File: config.mk
export PLATFORM = sky130hd
export DESIGN_NAME = rr_stream_mux_4_1
export DESIGN_NICKNAME = d
export VERILOG_FILES = /design/src/rtl/rr_stream_pkg.sv /design/src/rtl/rr_pick_4.sv /design/src/rtl/rr_stream_mux_4_1.sv
export SDC_FILE = /design/constraint.sdc
export NUM_CORES = 1
export LEC_CHECK = 0
export CORE_UTILIZATION = 45
export DETAILED_ROUTE_END_ITERATION = 12
export DONT_BUFFER_PORTS = 1
export PLACE_DENSITY = 0.61
export REMOVE_ABC_BUFFERS = 1
export SLEW_MARGIN = 40
export SYNTH_ARGS = -nofsm -noshare
export SYNTH_HDL_FRONTEND = slang
export SYNTH_SLANG_ARGS = --single-unit
File: constraint.sdc
create_clock -name i_clk -period 1.7 [get_ports i_clk]
set_input_delay 0.34 -clock i_clk [delete_from_list [all_inputs] [get_ports i_clk]]
set_output_delay 0.34 -clock i_clk [all_outputs]
set_load 0.005 [all_outputs]
File: src/rtl/rr_stream_pkg.sv
// Shared types and helpers for the round-robin stream multiplexer.
package rr_stream_pkg;

    localparam int unsigned N_CH = 4;

    typedef logic [1:0] ch_idx_t;

    function automatic ch_idx_t next_idx(input ch_idx_t idx);
        return idx + ch_idx_t'(1);
    endfunction

endpackage

File: src/rtl/rr_pick_4.sv
// Combinational rotating-priority picker: first requester at or after i_ptr wins.
module rr_pick_4
    import rr_stream_pkg::*;
(
    input  logic [N_CH-1:0] i_req,
    input  ch_idx_t         i_ptr,
    output logic            o_gnt_valid,
    output ch_idx_t         o_gnt_idx,
    output logic [N_CH-1:0] o_gnt_onehot
);

    logic    w_found;
    ch_idx_t w_idx;
    ch_idx_t w_cand;

    always_comb begin
        w_found = 1'b0;
        w_idx   = '0;
        w_cand  = '0;
        for (int k = 0; k < int'(N_CH); k++) begin
            w_cand = i_ptr + ch_idx_t'(k);
            if (!w_found && i_req[w_cand]) begin
                w_found = 1'b1;
                w_idx   = w_cand;
            end
        end
    end

    always_comb begin
        o_gnt_onehot = '0;
        if (w_found) begin
            o_gnt_onehot[w_idx] = 1'b1;
        end
    end

    assign o_gnt_valid = w_found;
    assign o_gnt_idx   = w_idx;

endmodule

File: src/rtl/rr_stream_mux_4_1.sv
// Four-channel round-robin valid/ready multiplexer with a single registered output stage.
module rr_stream_mux_4_1
    import rr_stream_pkg::*;
#(
    parameter int unsigned WIDTH = 4
) (
    input  logic             i_clk,
    input  logic             i_rst,
    input  logic [N_CH-1:0]  i_in_valid,
    output logic [N_CH-1:0]  o_in_ready,
    input  logic [WIDTH-1:0] i_d0,
    input  logic [WIDTH-1:0] i_d1,
    input  logic [WIDTH-1:0] i_d2,
    input  logic [WIDTH-1:0] i_d3,
    output logic             o_out_valid,
    input  logic             i_out_ready,
    output logic [WIDTH-1:0] o_out_data,
    output ch_idx_t          o_out_sel
);

    ch_idx_t          r_ptr;
    logic             r_out_valid;
    logic [WIDTH-1:0] r_out_data;
    ch_idx_t          r_out_sel;

    logic             w_load;
    logic             w_gnt_valid;
    ch_idx_t          w_gnt_idx;
    logic [N_CH-1:0]  w_gnt_onehot;
    logic [WIDTH-1:0] w_sel_data;

    rr_pick_4 u_pick (
        .i_req        (i_in_valid),
        .i_ptr        (r_ptr),
        .o_gnt_valid  (w_gnt_valid),
        .o_gnt_idx    (w_gnt_idx),
        .o_gnt_onehot (w_gnt_onehot)
    );

    // Register is free when empty or being drained this cycle.
    assign w_load     = !r_out_valid || i_out_ready;
    assign o_in_ready = w_gnt_onehot & {N_CH{w_load}};

    always_comb begin
        if (w_gnt_idx == 2'd0) begin
            w_sel_data = i_d0;
        end else if (w_gnt_idx == 2'd1) begin
            w_sel_data = i_d1;
        end else if (w_gnt_idx == 2'd2) begin
            w_sel_data = i_d2;
        end else begin
            w_sel_data = i_d3;
        end
    end

    always_ff @(posedge i_clk or posedge i_rst) begin
        if (i_rst) begin
            r_ptr       <= '0;
            r_out_valid <= 1'b0;
            r_out_data  <= '0;
            r_out_sel   <= '0;
        end else if (w_load) begin
            if (w_gnt_valid) begin
                r_out_valid <= 1'b1;
                r_out_data  <= w_sel_data;
                r_out_sel   <= w_gnt_idx;
                r_ptr       <= next_idx(w_gnt_idx);
            end else begin
                r_out_valid <= 1'b0;
            end
        end
    end

    assign o_out_valid = r_out_valid;
    assign o_out_data  = r_out_data;
    assign o_out_sel   = r_out_sel;

endmodule

==> results of run 1 <==
synth_stat cells, types with 3 or more instances:
cell,number
inv_1,3
and3_1,3
nor2_1,4
a21oi_1,8
nand2_1,6
ha_1,4
mux2_2,4
o21ai_0,3
nand2b_1,6
o211ai_1,4
dfrtp_1,9
a31oi_1,4
cell families after synthesis:
kind of cell	after synthesis	share of synthesized area (%)
multiplexers	5	8.33
AND/OR/NAND/NOR	28	25.0
adder cells (fa/ha/maj)	4	7.58
buffers and inverters	5	3.03
flip-flops	9	34.1
AO/OA/AOI/OAI	23	22.0
per-stage QoR:
step                      utilization [%]  cell area [um^2]
after floorplan                         -               652
after global placement               60.4               806
after detailed placement             60.4               806
after CTS                            72.0               961
after global routing                 73.5               981
final                                73.5               981
repair_timing:
item                                    in CTS  in global routing
resized for setup                           22                  4
endpoints found under the setup margin       8                  8
pin swaps                                    9                  2
buffers inserted                             3                  0
hold buffers                                 1                  0
endpoints found under the hold margin        9                  0
state kept, by name (all words and copies together), names as in the netlist:
signal / count
o_out_data: 4
r_ptr: 2
o_out_sel: 2
o_out_valid: 1
power by group through the flow:
stage	sequential (mW)	clock [mW]	combinational, mW
after floorplan	0.332	0	0.279
after global placement	0.342	0	0.488
after detailed placement	0.350	0	0.493
after CTS	0.345	0.179	0.640
after global routing	0.357	0.184	0.733
final	0.346	0.181	0.668
worst register-to-register path, delay by kind of cell, from the launching register on:
family                   cells  cell delay, ps
AND/OR/NAND/NOR              2             430
flip-flops                   1             430
buffers and inverters        3             420
AO/OA/AOI/OAI                3             370
adder cells (fa/ha/maj)      1             200
layer usage:
layer  vias to the layer above  share of wire [%]
met2                        42                 43
met4                         0                3.4
met5                         -                  0
li1                        321                  -
met1                       300                 44
met3                         7                9.2
placed cells by master (no fill, tap or decap), types with 2 or more instances in the layout:
master,n
and3_4,3
o21ai_0,3
inv_1,2
buf_4,18
buf_6,2
nor3_4,2
o211ai_1,4
dfrtp_1,9
nand2_1,5
ha_4,3
nand2b_1,6
clkbuf_4,3
a31oi_1,4
a21oi_1,7
nor2_1,3
mux2_2,4
layout make-up:
cell class	count	area (um^2)
clock buffers	4	26.3
fillers	101	353
inverters	3	13.8
multi-input cells	60	529
flip-flops and latches	9	225
well taps	15	18.8
repair buffers	21	168
worst paths after layout:
kind | to | slack, ps | cells past startpoint
setup / recovery | o_in_ready[1] | -390 | 6
hold / removal | o_out_valid | 190 | 2
setup reg to reg | o_out_data[2] | -290 | 9
hold reg to reg | o_out_sel[0] | 550 | 2
max in group asynchronous | o_out_data[0] | 930 | 2
min in group asynchronous | o_out_sel[1] | 480 | 2
==> impl_metrics.csv, run 1 <==
group,metric,value,unit
synth,dominantRegCellSynth,"dfrtp_1",
worst_setup_path,cp_data_required_time,1360,ps
final_layout,final_cells,112,
min_path,hold_start,"i_in_valid[3]",
global_route,grt_pass1_wl,2.70,mm
final_layout,area_growth,48.5,%
timing,worst_pin_slew,435,ps
worst_setup_path,arrival,1750,ps
power,total_leakage_power,0.387,nW
global_route,gr-usage-met1,33.4,%
synth,ys_ff_latch,9,
synth,synth.area.top_cells,"dfrtp_1 (34%), ha_1 (7.6%), mux2_2 (6.8%), a21oi_1 (6.1%), nand2b_1 (5.7%)",
power,internal_power,0.748,mW
synth,synth_edf_count,0,
placement,gp_congestion,0.846,
die,rows,13,
clocking,path_clk_slew,80,ps
synth,ys_types,26,
worst_setup_path,crit_type,"flip-flop to output port",
clocking,numCtsBuffers,3,
placement,place_ws,-382,ps
power,power.density,1220,mW/mm^2
power,fin_total_pwr,1.19,mW
timing,fin_crit_sh,123,%
global_route,grt_usage,25.5,%
timing,fin_ws,-387,ps
global_route,grt_use_met3,4.44,%
clocking,cts_buffer_depth,2,
worst_setup_path,cp-end-kind,"output port",
routing,route.detailed.drc,0,
final_layout,nets,125,
global_route,antenna_found_initial,0,
clocking,clk-insertion-delay-late,270,ps
worst_setup_path,timing.rr.start,"r_ptr[0]",
power,switching_share,37.4,%
synth,synthArstFlopShare,100,%
clocking,root_buffer,"clkbuf_4",
timing,relSlewSlack,70.8,%
timing,timing.final.crit_period,2090,ps
global_route,grt.overflow.total,0,
die,start_util,49.5,%
power,clkPwrFrac,15.1,%
timing,fmax,479,MHz
routing,vias,670,
worst_setup_path,cpPeakStageDelay,430,ps
synth,yosysTopAreaCell,"dfrtp_1",
min_path,holdCritPathClass,"input port to flip-flop",
timing,finalSetupTns,-2470,ps
final_layout,layout-drive-gt1-share,46.4,%
placement,hpwlAfterDp,1.35,mm
placement,dp.cells,105,
worst_setup_path,cp_max_fo,4,
synth,synth-seq-area-share,34.1,%
power,p_sw,0.447,mW
die,dieArea,0.00163,mm^2
die,die-height,40.3,um
clocking,cts.sinks,9,
status,violations,"negative setup slack",
worst_setup_path,timing.critical_path.buf_inv,1,
synth,netlist_area,661,um^2
flow_run,cap_violations,0,
worst_setup_path,cp-start-kind,"flip-flop",
status,outcome,"finished with violations",
power,power_frac_comb,55.9,%
routing,ant_nets,0,
timing,finalSetupViolations,8,
global_route,grt_pass1_vias,637,
final_layout,antenna_cells,0,
global_route,grt_start_max_net_pins,10,
placement,port_buffers,0,
worst_setup_path,slowest_stage,"dfrtp_1",
routing,drt_iter0_markers,21,
power,peakVddDrop,0.000757,V
synth,synth_cells,74,
routing,wl,1.82,mm
die,ios,34,
die,core-area,0.00133,mm^2
routing,dr.pass1.iters,4,
timing,hold_viol,0,
synth,synth_top_area_share,34.1,%
die,die_w,40.3,um
timing,slew_viol_final,0,
worst_setup_path,cpLargestDelayFamily,"simple AND/OR/NAND/NOR gates",
routing,via_per_inst,5.98,
routing,wire_per_inst,16.3,um
timing,grt_setup_unrepaired,"yes",
timing,fin_hold_ws,189,ps
clocking,cts_tree,"yes",
global_route,grt_use_met2,39.5,%
synth,syn_area_per_cell,8.93,um^2
synth,yosysWarnings,0,
worst_setup_path,path_cells,"or2b_1 > a21oi_2 > buf_4 > or2_4 > ha_2 > and3_4",
timing,worst_clock_skew,9.73,ps
worst_setup_path,crit_start,"r_ptr[0]",
power,p_seq_share,28.9,%
global_route,top_usage_layer,"met2",
clocking,cts_max_level,1,
Power figures use the tool's default switching activity.
==> run 2: changes to the inputs <==
- PLACE_DENSITY: 0.61 -> default
==> run 2 against run 1 <==
The flow still finishes with violations (negative setup slack). Critical endpoint is now o_in_ready[0]. Clock skew down 8.6 ps. Largest cell class unchanged. Power fell by 6.6%. Via count grew 2.4%. Highest routed layer unchanged. Clock-buffer cell count is the same. Critical path type unchanged. Largest power group unchanged. Die area did not move. Sequential share of layout area grew 0.91 points.
==> impl_metrics.csv, run 2 (same netlist as run 1, synthesis figures left out) <==
group,metric,value,unit
status,outcome,"finished with violations",
status,violations,"negative setup slack",
flow_run,cap_violations,0,
power,power.density,1180,mW/mm^2
timing,timing.final.crit_period,2030,ps
min_path,holdCritPathClass,"input port to flip-flop",
clocking,cts_tree,"yes",
routing,via_per_inst,6.24,
routing,wire_per_inst,16.9,um
die,core-area,0.00133,mm^2
placement,port_buffers,0,
placement,dp.cells,102,
timing,slew_viol_final,0,
final_layout,final_cells,110,
placement,dpl_cell_area,783,um^2
final_layout,fin_area,943,um^2
placement,place_ws,-354,ps
worst_setup_path,arrival,1690,ps
timing,worst_pin_slew,442,ps
timing,fin_ws,-331,ps
die,ios,34,
final_layout,antenna_cells,0,
final_layout,mostFrequentLayoutCell,"buf_4",
worst_setup_path,cp-start-kind,"flip-flop",
clocking,clk-insertion-delay-late,260,ps
global_route,antenna_found_initial,0,
timing,grt_setup_unrepaired,"yes",
global_route,grt_pass1_vias,585,
final_layout,fillers,106,
clocking,root_buffer,"clkbuf_4",
clocking,numCtsBuffers,3,
power,peakVddDrop,0.000738,V
final_layout,final_cell_mix,"buf_4 (17), dfrtp_1 (9), nand2b_1 (6), a21oi_1 (6), nand2_1 (5)",
routing,wl,1.86,mm
global_route,grt.overflow.total,0,
worst_setup_path,path_cells,"nand2_2 > a311oi_4 > or2_1 > ha_2 > inv_2 > nor3_4",
clocking,cts_max_level,1,
timing,finalSetupViolations,8,
die,die-height,40.3,um
timing,relSlewSlack,70.3,%
die,rows,13,
final_layout,layout-drive-gt1-share,43.2,%
final_layout,area_growth,42.8,%
worst_setup_path,cp_data_required_time,1360,ps
worst_setup_path,cpPeakStageDelay,430,ps
timing,worst_clock_skew,1.15,ps
timing,fmax,492,MHz
clocking,cts.sinks,9,
global_route,grt_start_max_net_pins,10,
worst_setup_path,crit_type,"flip-flop to output port",
placement,gp_congestion,0.841,
final_layout,largest_reg_flops,4,
global_route,grt_usage,25.0,%
routing,ant_nets,0,
clocking,path_clk_slew,70,ps
worst_setup_path,slowest_stage,"dfrtp_1",
placement,hpwlAfterDp,1.28,mm
final_layout,utilization,70.7,%
final_layout,nets,123,
worst_setup_path,cp-end-kind,"output port",
die,start_util,49.5,%
routing,dr.pass1.iters,4,
clocking,cts_buffer_depth,2,
timing,hold_viol,0,
global_route,grt_pass1_wl,2.70,mm
worst_setup_path,cp_max_fo,4,
timing,fin_crit_sh,119,%
routing,vias,686,
routing,drt_iter0_markers,28,
routing,route.detailed.drc,0,
die,dieArea,0.00163,mm^2
die,die_w,40.3,um
power,total_leakage_power,0.374,nW
-- run 2: layout make-up --
cell class / count / area [um^2] / share of cell area [%]
Timing Repair Buffer: 19 / 149 / 15.8
Tap cell: 15 / 18.8 / 1.99
Multi-Input combinational cell: 60 / 513 / 54.4
Sequential cell: 9 / 225 / 23.9
Inverter: 3 / 11.3 / 1.19
Clock buffer: 4 / 26.3 / 2.79
-- run 2: critical path, delay by kind of cell, from the launching register on --
kind,cells,cell delay (ps)
and+or+nand+nor,3,430
AOI/OAI and AO/OA,1,320
buffers and inverters,1,50
DFF,1,430
adders and majority gates,1,190
-- run 2: metal layers --
layer | vias up | wire, um | global-route usage, %
li1 | 316 | - | -
met1 | 334 | 857 | 35.5
met2 | 34 | 848 | 39.1
met3 | 2 | 142 | 3.33
met4 | 0 | 13 | 7.50
met5 | - | 0 | 0
-- run 2: where the power goes --
group | internal (mW) | switching, mW | leakage (nW)
Clock | 0.0905 | 0.0799 | 0.0150
Combinational | 0.325 | 0.272 | 0.258
Sequential | 0.283 | 0.0655 | 0.100
Total | 0.698 | 0.418 | 0.374
-- run 2: worst paths after layout --
path,slack [ps],to,from,cells after the start
max reg2reg,-270,o_out_data[1],r_ptr[1],7
max,-330,o_in_ready[0],r_ptr[1],6
min,210,o_out_valid,i_in_valid[3],2
max in group asynchronous,940,o_out_data[3],i_rst,2
min reg2reg,550,o_out_sel[1],o_out_sel[1],2
min in group asynchronous,490,o_out_sel[0],i_rst,2
-- run 2: stage by stage --
step	power, mW	hold WS [ps]	TNS [ps]
after floorplan	0.611	168	-1070
after global placement	0.799	218	-1510
after detailed placement	0.807	214	-1920
after CTS	1.09	218	-2030
after global routing	1.19	228	-2880
final	1.12	212	-2260
-- run 2: repair_timing --
item / in CTS / in global routing
hold buffers: 1 / 0
setup buffers: 3 / 0
pin swaps: 12 / 0
setup endpoints to repair: 8 / 8
gates resized for setup: 20 / 1
endpoints found under the hold margin: 9 / 0
